### config.mk
export PLATFORM = sky130hd
export DESIGN_NAME = conv2d_stream
export DESIGN_NICKNAME = d
export VERILOG_FILES = /design/src/rtl/conv2d_stream.sv
export SDC_FILE = /design/constraint.sdc
export NUM_CORES = 2
export LEC_CHECK = 0
export ABC_AREA = 1
export CELL_PAD_IN_SITES_DETAIL_PLACEMENT = 2
export CELL_PAD_IN_SITES_GLOBAL_PLACEMENT = 2
export CORE_ASPECT_RATIO = 1.25
export CORE_UTILIZATION = 35
export CTS_BUF_LIST = sky130_fd_sc_hd__clkbuf_4
export CTS_CLUSTER_SIZE = 14
export DETAILED_ROUTE_END_ITERATION = 8
export PLACE_DENSITY = 0.78
export SLEW_MARGIN = 25
export SYNTH_ARGS = -nofsm -noshare
export SYNTH_HDL_FRONTEND = slang
export SYNTH_SLANG_ARGS = --single-unit
### constraint.sdc
create_clock -name clk_i -period 6.2 [get_ports clk_i]
set_input_delay 0.93 -clock clk_i [delete_from_list [all_inputs] [get_ports clk_i]]
set_output_delay 0.93 -clock clk_i [all_outputs]
set_load 0.005 [all_outputs]
### src/rtl/conv2d_stream.sv
// Streaming KxK 2-D "valid" convolution over a raster-order pixel stream.
// Three register stages: products, adder tree, shift/saturate. One ready/valid
// enable freezes the whole pipeline, the counters and the line buffers.
module conv2d_stream #(
    parameter int unsigned IMG_W     = 28,
    parameter int unsigned IMG_H     = 28,
    parameter int unsigned K         = 3,
    parameter int unsigned PIX_W     = 8,
    parameter int unsigned WGT_W     = 12,
    parameter int unsigned OUT_SHIFT = 0
) (
    input  logic                   clk_i,
    input  logic                   rst_i,
    input  logic [K*K*WGT_W-1:0]   kernel_i,
    input  logic                   kernel_load_i,
    input  logic                   relu_en_i,
    input  logic                   pix_valid_i,
    output logic                   pix_ready_o,
    input  logic [PIX_W-1:0]       pixel_i,
    output logic                   pix_valid_o,
    input  logic                   pix_ready_i,
    output logic [PIX_W-1:0]       pixel_o,
    output logic                   frame_done_o
);

    localparam int unsigned NumTaps = K * K;
    localparam int unsigned ProdW   = PIX_W + 1 + WGT_W;
    localparam int unsigned AccW    = ProdW + $clog2(NumTaps);
    localparam int unsigned ColW    = (IMG_W > 1) ? $clog2(IMG_W) : 1;
    localparam int unsigned RowW    = (IMG_H > 1) ? $clog2(IMG_H) : 1;
    localparam int unsigned LbRows  = (K > 1) ? K - 1 : 1;
    localparam int unsigned HistC   = (K > 1) ? K - 1 : 1;

    localparam logic [ColW-1:0] ColLast = ColW'(IMG_W - 1);
    localparam logic [RowW-1:0] RowLast = RowW'(IMG_H - 1);
    localparam logic [ColW-1:0] ColWin  = ColW'(K - 1);
    localparam logic [RowW-1:0] RowWin  = RowW'(K - 1);

    localparam logic signed [AccW-1:0] UMax = AccW'((64'd1 << PIX_W) - 64'd1);
    localparam logic signed [AccW-1:0] SMax = AccW'((64'd1 << (PIX_W - 1)) - 64'd1);
    localparam logic signed [AccW-1:0] SMin = ~SMax;

    logic                  en;
    logic                  accept;
    logic                  first_pix;
    logic                  last_pix;
    logic                  win_ok;

    logic [ColW-1:0]       col_q, col_d;
    logic [RowW-1:0]       row_q, row_d;

    // lb_q[0] holds the previous row, lb_q[LbRows-1] the oldest buffered row
    logic [PIX_W-1:0]      lb_q   [LbRows][IMG_W];
    // Left K-1 columns of the current window; the right column comes from the taps
    logic [PIX_W-1:0]      hist_q [K][HistC];
    logic [PIX_W-1:0]      tap    [K][K];

    logic [NumTaps*WGT_W-1:0] kern_act_q;
    logic [NumTaps*WGT_W-1:0] kern_sh_q;
    logic [NumTaps*WGT_W-1:0] kern_use;
    logic                     pend_q;

    logic signed [ProdW-1:0] prod_d [NumTaps];
    logic signed [ProdW-1:0] prod_q [NumTaps];
    logic                    s1_valid_q, s1_done_q;

    logic signed [AccW-1:0]  sum_d, sum_q;
    logic                    s2_valid_q, s2_done_q;

    logic signed [AccW-1:0]  shifted;
    logic [PIX_W-1:0]        sat_d;
    logic                    out_valid_q, out_done_q;
    logic [PIX_W-1:0]        out_pix_q;

    assign en          = !out_valid_q || pix_ready_i;
    assign pix_ready_o = en;
    assign accept      = pix_valid_i && en;
    assign first_pix   = (row_q == '0) && (col_q == '0);
    assign last_pix    = (row_q == RowLast) && (col_q == ColLast);
    assign win_ok      = (row_q >= RowWin) && (col_q >= ColWin);

    // Raster position of the next pixel to be accepted
    always_comb begin
        col_d = col_q;
        row_d = row_q;
        if (accept) begin
            if (col_q == ColLast) begin
                col_d = '0;
                row_d = (row_q == RowLast) ? '0 : row_q + 1'b1;
            end else begin
                col_d = col_q + 1'b1;
            end
        end
    end

    // Position counters
    always_ff @(posedge clk_i) begin
        if (rst_i) begin
            col_q <= '0;
            row_q <= '0;
        end else begin
            col_q <= col_d;
            row_q <= row_d;
        end
    end

    // Window including the pixel being accepted (bottom-right tap = pixel_i)
    always_comb begin
        for (int i = 0; i < int'(K); i++) begin
            for (int j = 0; j < int'(K); j++) begin
                tap[i][j] = '0;
            end
        end
        for (int i = 0; i < int'(K); i++) begin
            for (int j = 0; j < int'(K) - 1; j++) begin
                tap[i][j] = hist_q[i][j];
            end
        end
        for (int i = 0; i < int'(K) - 1; i++) begin
            tap[i][K-1] = lb_q[int'(K) - 2 - i][col_q];
        end
        tap[K-1][K-1] = pixel_i;
    end

    // Line buffers: push the current column down one row on accept
    always_ff @(posedge clk_i) begin
        if (accept) begin
            lb_q[0][col_q] <= pixel_i;
            for (int j = 1; j < int'(K) - 1; j++) begin
                lb_q[j][col_q] <= lb_q[j-1][col_q];
            end
        end
    end

    // Window history: shift left by one column on accept
    always_ff @(posedge clk_i) begin
        if (accept) begin
            for (int i = 0; i < int'(K); i++) begin
                for (int j = 0; j < int'(K) - 1; j++) begin
                    hist_q[i][j] <= tap[i][j+1];
                end
            end
        end
    end

    // Weights for this accept; the first pixel of a frame sees the incoming kernel
    always_comb begin
        kern_use = kern_act_q;
        if (accept && first_pix) begin
            if (kernel_load_i) begin
                kern_use = kernel_i;
            end else if (pend_q) begin
                kern_use = kern_sh_q;
            end
        end
    end

    // Shadow/active kernel; the active kernel only changes at a frame start
    always_ff @(posedge clk_i) begin
        if (rst_i) begin
            kern_act_q <= '0;
            kern_sh_q  <= '0;
            pend_q     <= 1'b0;
        end else begin
            if (kernel_load_i) begin
                kern_sh_q <= kernel_i;
            end
            if (accept && first_pix) begin
                kern_act_q <= kern_use;
                pend_q     <= 1'b0;
            end else if (kernel_load_i) begin
                pend_q <= 1'b1;
            end
        end
    end

    // Stage 1 products: zero-extended pixel times signed weight
    always_comb begin
        for (int n = 0; n < int'(NumTaps); n++) begin
            prod_d[n] = ProdW'($signed({1'b0, tap[n / int'(K)][n % int'(K)]}))
                      * ProdW'($signed(kern_use[n*WGT_W +: WGT_W]));
        end
    end

    // Stage 2 adder tree; AccW leaves room for every product at full scale
    always_comb begin
        sum_d = '0;
        for (int n = 0; n < int'(NumTaps); n++) begin
            sum_d = sum_d + AccW'(prod_q[n]);
        end
    end

    // Stage 3 scaling and saturation for the selected output mode
    always_comb begin
        shifted = sum_q >>> OUT_SHIFT;
        sat_d   = '0;
        if (relu_en_i) begin
            if (shifted[AccW-1]) begin
                sat_d = '0;
            end else if (shifted > UMax) begin
                sat_d = UMax[PIX_W-1:0];
            end else begin
                sat_d = shifted[PIX_W-1:0];
            end
        end else begin
            if (shifted > SMax) begin
                sat_d = SMax[PIX_W-1:0];
            end else if (shifted < SMin) begin
                sat_d = SMin[PIX_W-1:0];
            end else begin
                sat_d = shifted[PIX_W-1:0];
            end
        end
    end

    // Datapath stage registers (no reset; qualified by the valid chain)
    always_ff @(posedge clk_i) begin
        if (en) begin
            prod_q <= prod_d;
            sum_q  <= sum_d;
        end
    end

    // Valid/frame-done chain and output register
    always_ff @(posedge clk_i) begin
        if (rst_i) begin
            s1_valid_q  <= 1'b0;
            s1_done_q   <= 1'b0;
            s2_valid_q  <= 1'b0;
            s2_done_q   <= 1'b0;
            out_valid_q <= 1'b0;
            out_done_q  <= 1'b0;
            out_pix_q   <= '0;
        end else if (en) begin
            s1_valid_q  <= accept && win_ok;
            s1_done_q   <= accept && last_pix;
            s2_valid_q  <= s1_valid_q;
            s2_done_q   <= s1_done_q;
            out_valid_q <= s2_valid_q;
            out_done_q  <= s2_valid_q && s2_done_q;
            if (s2_valid_q) begin
                out_pix_q <= sat_d;
            end
        end
    end

    assign pix_valid_o  = out_valid_q;
    assign pixel_o      = out_pix_q;
    assign frame_done_o = out_done_q;

endmodule

# == Word-level counts from Yosys, hierarchy flattened ==
# Memories as Yosys holds them, arrays and structs flattened.
# Cells that the tools add are included.
# totals
mem_bits_rw,496
inputBits,122
output_inout_bits,11
register_bits,455
elab_cells,90
n_memories,2
# mem_list
name,depth,word_bits,rd,rd_clocked_by_memory_dff,write_ports,line,rtl
lb_q,2,224,2,0,2,53,logic [PIX_W-1:0] lb_q [LbRows][IMG_W];
hist_q,3,16,3,0,3,55,logic [PIX_W-1:0] hist_q [K][HistC];
# op_classes
bitwise,1
n_mux,21
n_lt_le_gt_ge,7
multipliers,9
n_addsub,10
eq_ne,2
n_reduce_logical,16
# op_table
cell,count
$mux 108,3
$mux 224,1
$mul 9x12->21,9
$add 25x21->25,4
$bmux 8 s5,2
$mux 8,10
$demux 8 s5,1
$add 24x21->25,1
$gt 25x8->1 const B,1
$gt 25x9->1 const B,1
$lt 25x8->1 const B,1
$add 23x21->24,1
$add 22x21->23,1
$add 21x21->22,1
$add 5x1->5 const B,2
$eq 5x5->1 const B,2
$ge 5x2->1 const B,2
$logic_not 5->1,2
$mux 5,2
$logic_and 1x1->1,9
$ge 6x6->1 const B,1
$lt 6x1->1 const B,1
$not 5->6,1
$reduce_and 2->1,2
4 further kinds,5

# == Depth between registers and ports, before layout ==
# depth
word_depth,8
ltp_mapped,33
mapped_depth_nobuf,30

# == Worst setup path after synthesis ==
# OpenSTA, ideal clock, no wires.
# synth_path
kind,input -> register
from,input port pix_valid_i
to,register prod_q[56] in the netlist's numbering (data pin)
required_ns,5.935
arrival_time_ns,5.913
setup_time_ns,0.265
n_path_buf,3
slack_ns,0.022
stages,24
cell_sequence,inv_1 nor2_2 buf_2 nand2_4 inv_4 buf_6 buf_2 or2_1 nand3_1 fa_1 inv_1 fa_1 inv_1 fa_1 fa_1 inv_1 ha_1 nand2_1 o21ai_0 nand2_1 nand2_1 inv_1 o21ai_0 xor2_1
# synth_rtl
element,line,rtl
"start, declared",17,"input logic pix_valid_i,"
"end signal, assigned",219,prod_q <= prod_d;
"end, declared",64,logic signed [ProdW-1:0] prod_q [NumTaps];

==> impl_metrics.yaml <==
drt:
  highest_layer: "met5"
  drt-pass1-iter-count: 5
  vias: 64577
  dr_wl_met2_um: 172000
  dr_wl_met3_um: 14000
  wire_per_inst_um: 26.7
  vias_per_cell: 5.28
  wl_um: 326000
  met1_length_um: 116000
  first_iter_violations: 3665
  detail-route-antenna-nets: 0
  drc_errors: 0
yosys:
  syn-num-nets: 9543
  synthTopCellsByCount: "inv_1 (1,545), nand2_1 (1,125), nor2_1 (1,028)"
  synth_seq_area_share: 0.348
  avgSynthCellArea_um2: 9.20
  ys_ff_latch: 951
  synth_cell_types: 50
  synth-async-reset-ratio: 0
  synth_top_area_frac: 0.284
  synthFlopType: "edfxtp_1"
  synthesis.area_mm2: 0.0750
  synthMostInstantiatedCell: "inv_1"
  yosysTopAreaCell: "edfxtp_1"
  synthCells: 8159
  ys_warn_count: 0
  synth_edf_count: 710
  netlist_top_cells_area: "edfxtp_1 (28%), fa_1 (23%), inv_1 (7.7%), ha_1 (6.8%), dfxtp_1 (6.4%)"
cts:
  clk_path_buf_depth: 4
  cts.htree.levels: 5
  cts_buffers: 283
  cts_tree: "done"
  path_clk_slew_ns: 0.10
  clock_latency_ns: 1.31
  cts-root-buf: "clkbuf_4"
  cts_sinks: 951
global_routing:
  antenna_found_initial: 12
  grt_max_degree: 131
  grt_overflow: 0
  grt_pass1_vias: 76283
  track_usage: 0.293
  grt_pass1_wl_um: 478000
min_path:
  min_path_type: "primary input to register"
timing:
  timing.final.crit_share: 1.04
  period_needed_ns: 6.44
  fin_hold_ws_ns: 0.204
  tightest_slew_ns: 1.28
  drv_slew: 0
  fin_tns_setup_ns: -1.59
  timing.fmax_mhz: 155
  rsz0062_at_grt: "yes"
  finalHoldViolations: 0
  clock_skew_ns: 0.220
  setup_slack_ns: -0.245
  setup_viol: 10
  relSlewSlack: 0.148
critical_path:
  crit_arrival_ns: 7.29
  cp_max_fo: 24
  start_kind: "register"
  cp.required_ns: 7.04
  worstSetupPathType: "register to register"
  setup.worst_path.end_class: "register"
die:
  rows: 189
  initial_utilization: 0.353
  die-area_mm2: 0.216
  die_w_um: 416
  core-area_mm2: 0.213
  io_pins: 133
  dieHeight_um: 520
layout:
  nets: 10623
  fill_cells: 22969
  syn2layout_area_growth_pct: 20.9
  drive_above_1_share: 0.182
  ff_latch_area_mm2: 0.0262
  multi_input_area_mm2: 0.0422
run_status:
  status: "complete, but fails checks"
  failed_checks: "negative setup slack"
job:
  max-cap-violations: 0
placed_design:
  dpl.hpwl_um: 235000
  io_buffers: 132
  place_congestion: 0.917
## worst max-delay path, stage by stage (launching register included)
cell and delay, ns:
dfxtp_4 0.39, buf_4 0.20, clkbuf_16 0.22, o21ai_0 0.25
o21ai_0 0.14, o21ai_1 0.29, nand3_1 0.31, nand2_2 0.32
nor2_1 0.13, fa_1 0.56, inv_1 0.06, fa_1 0.58
inv_1 0.08, fa_1 0.50, inv_1 0.08, fa_1 0.53
inv_1 0.08, ha_2 0.37, nand2_1 0.10, nor2_2 0.17
nand2_1 0.08, o211ai_1 0.19, nand2_1 0.13, nand2_1 0.12
xor2_1 0.08
## cell families after synthesis
kind of cell / count (synthesis) / synth area share
AOI/OAI and AO/OA: 922 / 0.0701
xor gates and xnor gates: 169 / 0.0197
adders and majority gates: 1262 / 0.296
buffers and inverters: 1835 / 0.0960
DFF: 951 / 0.348
and+or+nand+nor: 3020 / 0.170
## placed cells by master (no fill, tap or decap), drive strengths merged, types with 9 or more instances in the layout
cell type / n
xnor2: 39
dfxtp: 241
nand4: 21
inv: 1559
or2: 90
clkinv: 72
nand2: 1164
o211ai: 82
nor2: 1035
clkbuf: 419
o22ai: 16
nor3: 29
xor2: 130
o21a: 18
o21ai: 423
clkdlybuf4s50: 127
ha: 410
o21bai: 12
buf: 939
diode: 9
fa: 852
bufinv: 10
a21oi: 346
edfxtp: 710
nand3: 677
## stage by stage
step | utilization | std cells | setup slack (ns) | instance area [um^2]
2_1_floorplan | - | 8159 | 0.0220 | 75000
3_3_place_gp | 0.403 | 11683 | -0.379 | 85800
4_1_cts | 0.422 | 12195 | -0.0272 | 89800
3_5_place_dp | 0.404 | 11683 | -0.679 | 85800
6_report | 0.427 | 12235 | -0.245 | 90700
5_1_grt | 0.427 | 12231 | -0.319 | 90700
## final timing paths
| kind | from | cells past startpoint | end | slack, ns |
|---|---|---|---|---|
| max | col_q[0] | 24 | prod_q[139] | -0.24 |
| min | kernel_load_i | 4 | kern_sh_q[105] | 0.20 |
| max reg2reg | col_q[0] | 24 | prod_q[139] | -0.24 |
| min reg2reg | kern_sh_q[95] | 2 | kern_sh_q[95] | 0.46 |
## per-layer routing
metal,vias up,track usage
li1,28138,-
met1,33411,0.308
met2,1993,0.548
met3,1025,0.0409
met4,10,0.177
met5,-,0
## registers in the layout (all words and copies together) (netlist names)
register and count:
lb_q 448, prod_q 189, kern_act_q 108, kern_sh_q 108, hist_q 48, shifted 25
pixel_o 8, col_q 5, row_q 5, frame_done_o 1, pend_q 1, pix_valid_o 1
s1_done_q 1, s1_valid_q 1, s2_done_q 1, s2_valid_q 1
## cell type report
| type | instances | share of cell area |
|---|---|---|
| timing repair buffer | 1072 | 0.101 |
| tap | 2769 | 0.0382 |
| clock inverter | 88 | 0.00704 |
| multi-input combinational | 5373 | 0.466 |
| sequential | 951 | 0.288 |
| clock buffer | 415 | 0.0344 |
| inverter | 1558 | 0.0653 |
| antenna | 9 | 0.000248 |
## timing repair
item | 4_1_cts | 5_1_grt
setup endpoints to repair | 61 | 79
buffers inserted | 4 | 27
hold endpoints to repair | 19 | 0
pin swaps | 2 | 19
cloned | 4 | 4
hold buffers | 1 | 0
resized for setup | 30 | 141
Power is not shown: default switching activity piles up to over one toggle a cycle in this logic, so the estimate is an artifact.
